### config.mk
export PLATFORM = sky130hd
export DESIGN_NAME = spi_master_core
export DESIGN_NICKNAME = d
export VERILOG_FILES = /design/src/rtl/spi_master_core.sv
export SDC_FILE = /design/constraint.sdc
export NUM_CORES = 1
export LEC_CHECK = 0
export BUFFER_PORTS_ARGS = -buffer_cell sky130_fd_sc_hd__clkbuf_2
export CORE_ASPECT_RATIO = 0.6
export CORE_MARGIN = 10
export CORE_UTILIZATION = 50
export CTS_CLUSTER_SIZE = 12
export DETAILED_ROUTE_END_ITERATION = 8
export PLACE_DENSITY = 0.82
export SYNTH_ARGS = -nofsm -noshare
export SYNTH_HDL_FRONTEND = slang
export SYNTH_SLANG_ARGS = --single-unit
### constraint.sdc
create_clock -name clk -period 2.2 [get_ports clk]
set_input_delay 0.33 -clock clk [delete_from_list [all_inputs] [get_ports clk]]
set_output_delay 0.33 -clock clk [all_outputs]
set_load 0.02 [all_outputs]
### src/rtl/spi_master_core.sv
// Byte-oriented SPI master with CPOL/CPHA modes and programmable SCLK divider.
// One word per start request; reports completion with a done pulse.
module spi_master_core #(
  parameter int DATA_W    = 8,
  parameter int DIV_W     = 8,
  parameter bit LSB_FIRST = 1'b0
) (
  input  logic              clk,
  input  logic              rst,
  input  logic              start,
  input  logic [DATA_W-1:0] tx_data,
  input  logic [DIV_W-1:0]  clk_div,
  input  logic              cpol,
  input  logic              cpha,
  input  logic              miso,
  output logic              busy,
  output logic              done,
  output logic [DATA_W-1:0] rx_data,
  output logic              sclk,
  output logic              mosi,
  output logic              cs_n
);

  localparam int EW = $clog2(2 * DATA_W);

  typedef enum logic [1:0] {
    IDLE,
    SETUP,
    XFER,
    HOLD
  } state_t;

  state_t            state;
  logic [DATA_W-1:0] tx_sh;
  logic [DATA_W-1:0] rx_sh;
  logic [DIV_W-1:0]  div_q;
  logic [DIV_W-1:0]  hcnt;
  logic              pol_q;
  logic              pha_q;
  logic [EW-1:0]     ecnt;
  logic              tick;
  logic              lead;
  logic              last;
  logic              smp;
  logic              adv;

  function automatic logic nbit(input logic [DATA_W-1:0] w);
    return LSB_FIRST ? w[0] : w[DATA_W-1];
  endfunction

  function automatic logic [DATA_W-1:0] drop(input logic [DATA_W-1:0] w);
    return LSB_FIRST ? (w >> 1) : (w << 1);
  endfunction

  function automatic logic [DATA_W-1:0] cap(
    input logic [DATA_W-1:0] w,
    input logic              b
  );
    return LSB_FIRST ? {b, w[DATA_W-1:1]} : {w[DATA_W-2:0], b};
  endfunction

  // half-period tick and per-edge sample/shift decisions
  assign tick = (hcnt == div_q);
  assign lead = ~ecnt[0];
  assign last = (ecnt == EW'(2 * DATA_W - 1));
  assign smp  = tick && (state == XFER) && (lead ^ pha_q);
  assign adv  = tick && (state == XFER) &&
                (pha_q ? lead : (~lead && ~last));

  // transfer sequencer with registered SPI pins and status
  always_ff @(posedge clk) begin
    if (rst) begin
      state   <= IDLE;
      busy    <= 1'b0;
      done    <= 1'b0;
      rx_data <= '0;
      sclk    <= 1'b0;
      mosi    <= 1'b0;
      cs_n    <= 1'b1;
      tx_sh   <= '0;
      rx_sh   <= '0;
      div_q   <= '0;
      hcnt    <= '0;
      pol_q   <= 1'b0;
      pha_q   <= 1'b0;
      ecnt    <= '0;
    end else begin
      done <= 1'b0;
      unique case (state)
        IDLE: begin
          sclk <= cpol;
          mosi <= 1'b0;
          cs_n <= 1'b1;
          hcnt <= '0;
          ecnt <= '0;
          if (start) begin
            state <= SETUP;
            busy  <= 1'b1;
            cs_n  <= 1'b0;
            div_q <= clk_div;
            pol_q <= cpol;
            pha_q <= cpha;
            rx_sh <= '0;
            if (!cpha) begin
              mosi  <= nbit(tx_data);
              tx_sh <= drop(tx_data);
            end else begin
              tx_sh <= tx_data;
            end
          end
        end
        SETUP: begin
          hcnt <= tick ? '0 : hcnt + 1'b1;
          if (tick) state <= XFER;
        end
        XFER: begin
          hcnt <= tick ? '0 : hcnt + 1'b1;
          if (tick) begin
            sclk <= ~sclk;
            ecnt <= ecnt + 1'b1;
            if (smp) rx_sh <= cap(rx_sh, miso);
            if (adv) begin
              mosi  <= nbit(tx_sh);
              tx_sh <= drop(tx_sh);
            end
            if (last) begin
              state <= HOLD;
              ecnt  <= '0;
            end
          end
        end
        HOLD: begin
          hcnt <= tick ? '0 : hcnt + 1'b1;
          if (tick) begin
            state   <= IDLE;
            busy    <= 1'b0;
            cs_n    <= 1'b1;
            done    <= 1'b1;
            rx_data <= rx_sh;
          end
        end
        default: state <= IDLE;
      endcase
    end
  end

endmodule

Word-level counts from Yosys, hierarchy flattened:

Index checks and enable logic that the tools add are counted.

* logic and storage cells: 85
* latch bits: 0
* bits in registers: 52
* input port bits: 22
* bits in read-only memories: 0
* memories kept: 0
* RAM bits: 0

* bitwise operators: 5
* reductions and logical operators: 18
* multiplexer cells: 35
* add/subtract/negate cells: 2
* eq/ne operators: 12
* $lt $le $gt $ge: 0
* multipliers: 0
* shift operators: 0
* div/mod/pow operators: 0

Operator list (count)
* $mux 8: 8
* $pmux 8 s2: 3
* $ne 2x2->1 const B: 7
* $mux 1: 11
* $mux 2: 5
* $add 8x1->8 const B: 1
* $eq 8x8->1: 1
* $mux 4: 2
* $pmux 1 s2: 4
* $pmux 2 s4: 1
* $pmux 4 s2: 1
* $reduce_and 2->1: 4
* $reduce_and 4->1: 2
* $reduce_and 3->1: 2
* $reduce_and 5->1: 1
* $add 4x1->4 const B: 1
* $eq 2x2->1 const B: 2
* $eq 4x4->1 const B: 1
* $logic_and 1x1->1: 4
* $not 1->1: 4
* $reduce_bool 2->1: 2
* $reduce_or 3->1: 1
* $eq 2x1->1 const B: 1
* $logic_not 2->1: 1
* 2 further kinds: 2

Depth between registers and ports, before layout:

* word-level depth: 8
* depth in mapped cells: 9

Worst setup path before layout:

OpenSTA, ideal clock, no wires.

* kind: register to register
* from: reg ecnt[0]
* to: reg tx_sh[5]
* period minus slack after synthesis: 1.897 ns
* buffers on the path: 1
* data arrival time: 1.837 ns
* data required time: 2.141 ns
* slack: 0.303 ns
* cell stages (with the launch flop): 8
* cell sequence: dfxtp_1 -> ha_1 -> and3_1 -> o21ai_0 -> nand4_4 -> buf_6 -> a221o_1 -> nand2_1

* longest elaborated chain between the ends: 7
* elaborated cells on any way between the ends: 8
* classes of those cells: eq/ne (2); mux (1); bitwise (2); reduce/logical (3)

Ends and longest elaborated chain
* start: declaration: line 40 `logic [EW-1:0] ecnt;`
* start signal: assignment: line 120 `ecnt <= ecnt + 1'b1;`
* $eq 4x4->1: line 65 `assign last = (ecnt == EW'(2 * DATA_W - 1));`
* $not 1->1: line 68 `(pha_q ? lead : (~lead && ~last));`
* $logic_and 1x1->1: line 68
* $mux 1 *: line 68
* $logic_and 1x1->1 *: line 67 `assign adv = tick && (state == XFER) &&`
* $ne 2x2->1 (no line) *
* $reduce_and 4->1 (no line) *
* end signal: assignment: line 106 `tx_sh <= drop(tx_data);`
* end signal: assignment: line 108 `tx_sh <= tx_data;`
* end signal: assignment: line 124 `tx_sh <= drop(tx_sh);`
* end: declaration: line 34 `logic [DATA_W-1:0] tx_sh;`

Every way passes the cells marked *; elsewhere a longest branch is shown, timed or not.
A chain may end at the register's enable or synchronous reset.

Worst setup path in the final report:

* from: reg hcnt[1]
* to: reg rx_data[1]

* longest elaborated chain between the ends: 2

Ends and longest elaborated chain
* start: declaration: line 37 `logic [DIV_W-1:0] hcnt;`
* start signal: assignment: line 113 `hcnt <= tick ? '0 : hcnt + 1'b1;`
* start signal: assignment: line 117 `hcnt <= tick ? '0 : hcnt + 1'b1;`
* start signal: assignment: line 133 `hcnt <= tick ? '0 : hcnt + 1'b1;`
* $eq 8x8->1: line 63 `assign tick = (hcnt == div_q);`
* $reduce_and 2->1 (no line)
* end signal: assignment: line 139 `rx_data <= rx_sh;`
* end: declaration: line 18 `output logic [DATA_W-1:0] rx_data,`

No other way between the ends.

==> qor.csv <==
stage;metric;value;unit
outcome;run_status;finished clean;
routing;drt-pass1-iter-count;6;
synthesis;synth_edf_count;0;
pwr;p_leak;0.00114;uW
routing;wl_per_cell;15.0;um
pwr;clkPwrFrac;19.5;%
final_layout;post-route-util;60.2;%
setup_path;regToRegStartpoint;hcnt[1]$_SDFF_PP0_;
sta;slew_headroom;68.1;%
min_path;hold_start;clk_div[2];
sta;setup_viol_count_final;0;
final_layout;final_cells;400;
sta;period_share;92.2;%
placement;dp_slack;0.217;ns
setup_path;crit_type;flop to flop;
placement;hpwl;4540;um
setup_path;rr_worst_depth;6;
synthesis;yosysTopAreaCellShare;41.2;%
global_routing;grt_start_max_net_pins;28;
min_path;min_to;div_q[2]$_SDFFE_PP0P_;
cts;cts_buffers;5;
cts;clkSlewWorstSetupHoldPaths;0.10;ns
sta;skew;0.00767;ns
cts;cts_sinks;52;
setup_path;max_stage_delay;0.62;ns
final_layout;syn_to_final_growth;12.8;%
synthesis;synthesis.nets;335;
routing;ant_nets;0;
cts;ctsResizeCount;0;
synthesis;avgSynthCellArea;8.25;um^2
pwr;p_int;1680;uW
cts;clock_latency;0.30;ns
synthesis;synth_seq_cells;52;
min_path;hold_depth;3;
pwr;switching_power;1140;uW
pwr;vdd_drop_max;406;uV
min_path;hold_class;input pin to flop;
floorplan;fp.dieArea;8380;um^2
pwr;combPwrFrac;40.3;%
global_routing;grt_pass1_wl;10100;um
sta;worst_slack;0.172;ns
synthesis;synth_cell_types;44;
sta;max_freq;493;MHz
sta;tightest_slew;0.477;ns
setup_path;crit_arrival;2.27;ns
floorplan;rows;19;
global_routing;grt_pass1_vias;2095;
setup_path;r2r_end;rx_data[1]$_SDFFE_PP0P_;
setup_path;required;2.44;ns
floorplan;dieHeight;75.0;um
routing;drc;0;
floorplan;core-area;4730;um^2
cts;cts-hold-fix-buffers;0;
pwr;power_switching_share;40.3;%
final_layout;drive_above_1_share;21.1;%
synthesis;ys.warnings.count;0;
sta;hold_viol;0;
final_layout;nFillCells;416;
setup_path;r2r_slack;0.17;ns
placement;routabilityCongestion;0.921;
sta;tns;0;ns
pwr;power_frac_seq;40.2;%
placement;io_buffers;34;
global_routing;grt_remaining_overflow;0;
cts;cts_tree;yes;
sta;drv_slew;0;
synthesis;yosys-top-cells-area;dfxtp_1 (41%), nand2_1 (7.9%), nand3_1 (7.7%);
global_routing;grt_use_total;14.3;%
sta;min_period;2.03;ns
setup_path;endpoint_kind;flop;
flow_run;drv_cap;0;
cts;cts_root_buf;clkbuf_8;
synthesis;yosys_most_used_dff;dfxtp_1;
synthesis;yosysSeqAreaShare;41.2;%
setup_path;cp_cell_sequence;xor2_1, or4_1, nor2_2, buf_4, nand3_1, a21oi_1;
sta;rsz0062_at_grt;no;
routing;wl;6000;um
floorplan;die_w;112;um
floorplan;num_io_pins;35;
final_layout;n_antenna_cell;0;
cts;cts_buffer_depth;2;
floorplan;start_util;53.3;%
final_layout;nets;365;
setup_path;worstSetupStartpointType;flop;
synthesis;yosys.area.top_type;dfxtp_1;
routing;viasPerCell;5.67;
routing;vias;2268;
global_routing;grt_antenna_before_repair;0;
synthesis;synthArstFlopShare;0;%
pwr;powerDensity;991;nW/um^2
routing;drt_iter0_drc;153;
synthesis;syn_inst;306;
placement;post-place-cells;392;
cts;htreeDepth;2;
setup_path;slowest_stage;or4_1;
setup_path;cp_max_fo;8;
synthesis;syn_area;2520;um^2
cts;post-cts-setup-buffer-count;0;
-- routing by layer --
layer  wire, um  track usage, %  up-vias  part of all wire (%)
met3        508            4.13        4                   8.5
met1       2770            19.1     1044                    46
met2       2690            22.3       88                    45
li1           -               -     1132                     -
met4         23            3.26        0                  0.38
met5          0               0        -                     0
-- stage by stage --
stage / power, uW / instance area, um^2 / hold slack [ns]
after floorplan: 1950 / 2520 / 0.437
after global placement: 2250 / 2760 / 0.443
after detailed placement: 2270 / 2760 / 0.446
after CTS: 2820 / 2850 / 0.240
after global routing: 3000 / 2850 / 0.252
final: 2820 / 2850 / 0.242
-- logic make-up (layout without fill, tap and decap cells) --
family,after synthesis,after routing,synth area share [%]
AO/OA/AOI/OAI,53,53,13.1
buffers and inverters,27,58,4.61
AND/OR/NAND/NOR,145,145,29.2
XOR/XNOR,14,14,4.86
multiplexers,8,8,3.52
flip-flops,52,52,41.2
adder cells (fa/ha/maj),7,7,3.47
-- flip-flops by register name (all words and copies together) (netlist names) --
signal,flops
busy,1
cs_n,1
div_q,8
done,1
ecnt,4
hcnt,8
mosi,1
pha_q,1
rx_data,8
rx_sh,8
sclk,1
state,2
tx_sh,8
-- cell type report --
class                   instances  area (um^2)  area share, %
well taps                      63         78.8           2.77
clock buffers                   5         68.8           2.42
repair buffers                 45          253           8.88
clock inverters                 3         21.3          0.747
flip-flops and latches         52         1040           36.6
multi-input cells             227         1370           48.0
inverters                       5         18.8          0.659
-- layout by cell type (no fill, tap or decap), types with 4 or more instances in the layout --
master / Yosys / routed
nand2_1: 53 / 53
dfxtp_1: 52 / 52
nand3_1: 39 / 39
a21oi_1: 34 / 34
clkbuf_2: 0 / 34
nor2_1: 16 / 16
nand4_1: 11 / 11
buf_4: 1 / 11
xor2_1: 9 / 9
mux2_2: 7 / 7
ha_1: 7 / 7
xnor2_1: 5 / 5
a221o_2: 5 / 5
clkbuf_8: 0 / 5
inv_1: 4 / 4
nand2b_1: 4 / 4
-- power groups by stage --
stage               Combinational, uW  Sequential [uW]  Clock (uW)
finish                           1140             1130         551
global placement                 1100             1150           0
floorplan                         793             1160           0
CTS                              1120             1130         563
detailed placement               1120             1150           0
global route                     1260             1150         595
-- cells in the mapped netlist (2+ instances only) --
master    instances
nor2b_1           2
xor2_1            9
inv_1             4
a21oi_1          34
nand4_1          11
dfxtp_1          52
a31oi_1           3
and2_1            2
mux2_2            7
o21ai_0           3
clkbuf_1         17
xnor2_1           5
and3_1            3
nor2_1           16
nand3_1          39
or3_1             3
nand2_1          53
nand2b_1          4
a221o_1           2
a221o_2           5
ha_1              7
buf_2             3
-- worst max-delay path by stage --
stage	depth (start not counted)	to	slack, ns	from
after CTS	6	rx_data[1]$_SDFFE_PP0P_	0.19	hcnt[1]$_SDFF_PP0_
after floorplan	7	tx_sh[5]$_SDFFE_PP0P_	0.30	ecnt[0]$_SDFFE_PP0P_
final	6	rx_data[1]$_SDFFE_PP0P_	0.17	hcnt[1]$_SDFF_PP0_
after global routing	7	rx_sh[2]$_SDFFE_PP0P_	0.007	state[1]$_SDFFE_PP0P_
after detailed placement	6	rx_data[1]$_SDFFE_PP0P_	0.22	hcnt[1]$_SDFF_PP0_
after global placement	5	hcnt[2]$_SDFF_PP0_	0.17	hcnt[1]$_SDFF_PP0_
-- critical path: cells and delay by family (launching register included) --
family	cells	cell delay, ns
xor+xnor	1	0.14
compound gates	1	0.15
simple gates	3	1.04
flops	1	0.42
buf+inv	1	0.22
No activity file was read; power rests on OpenSTA's default activity.
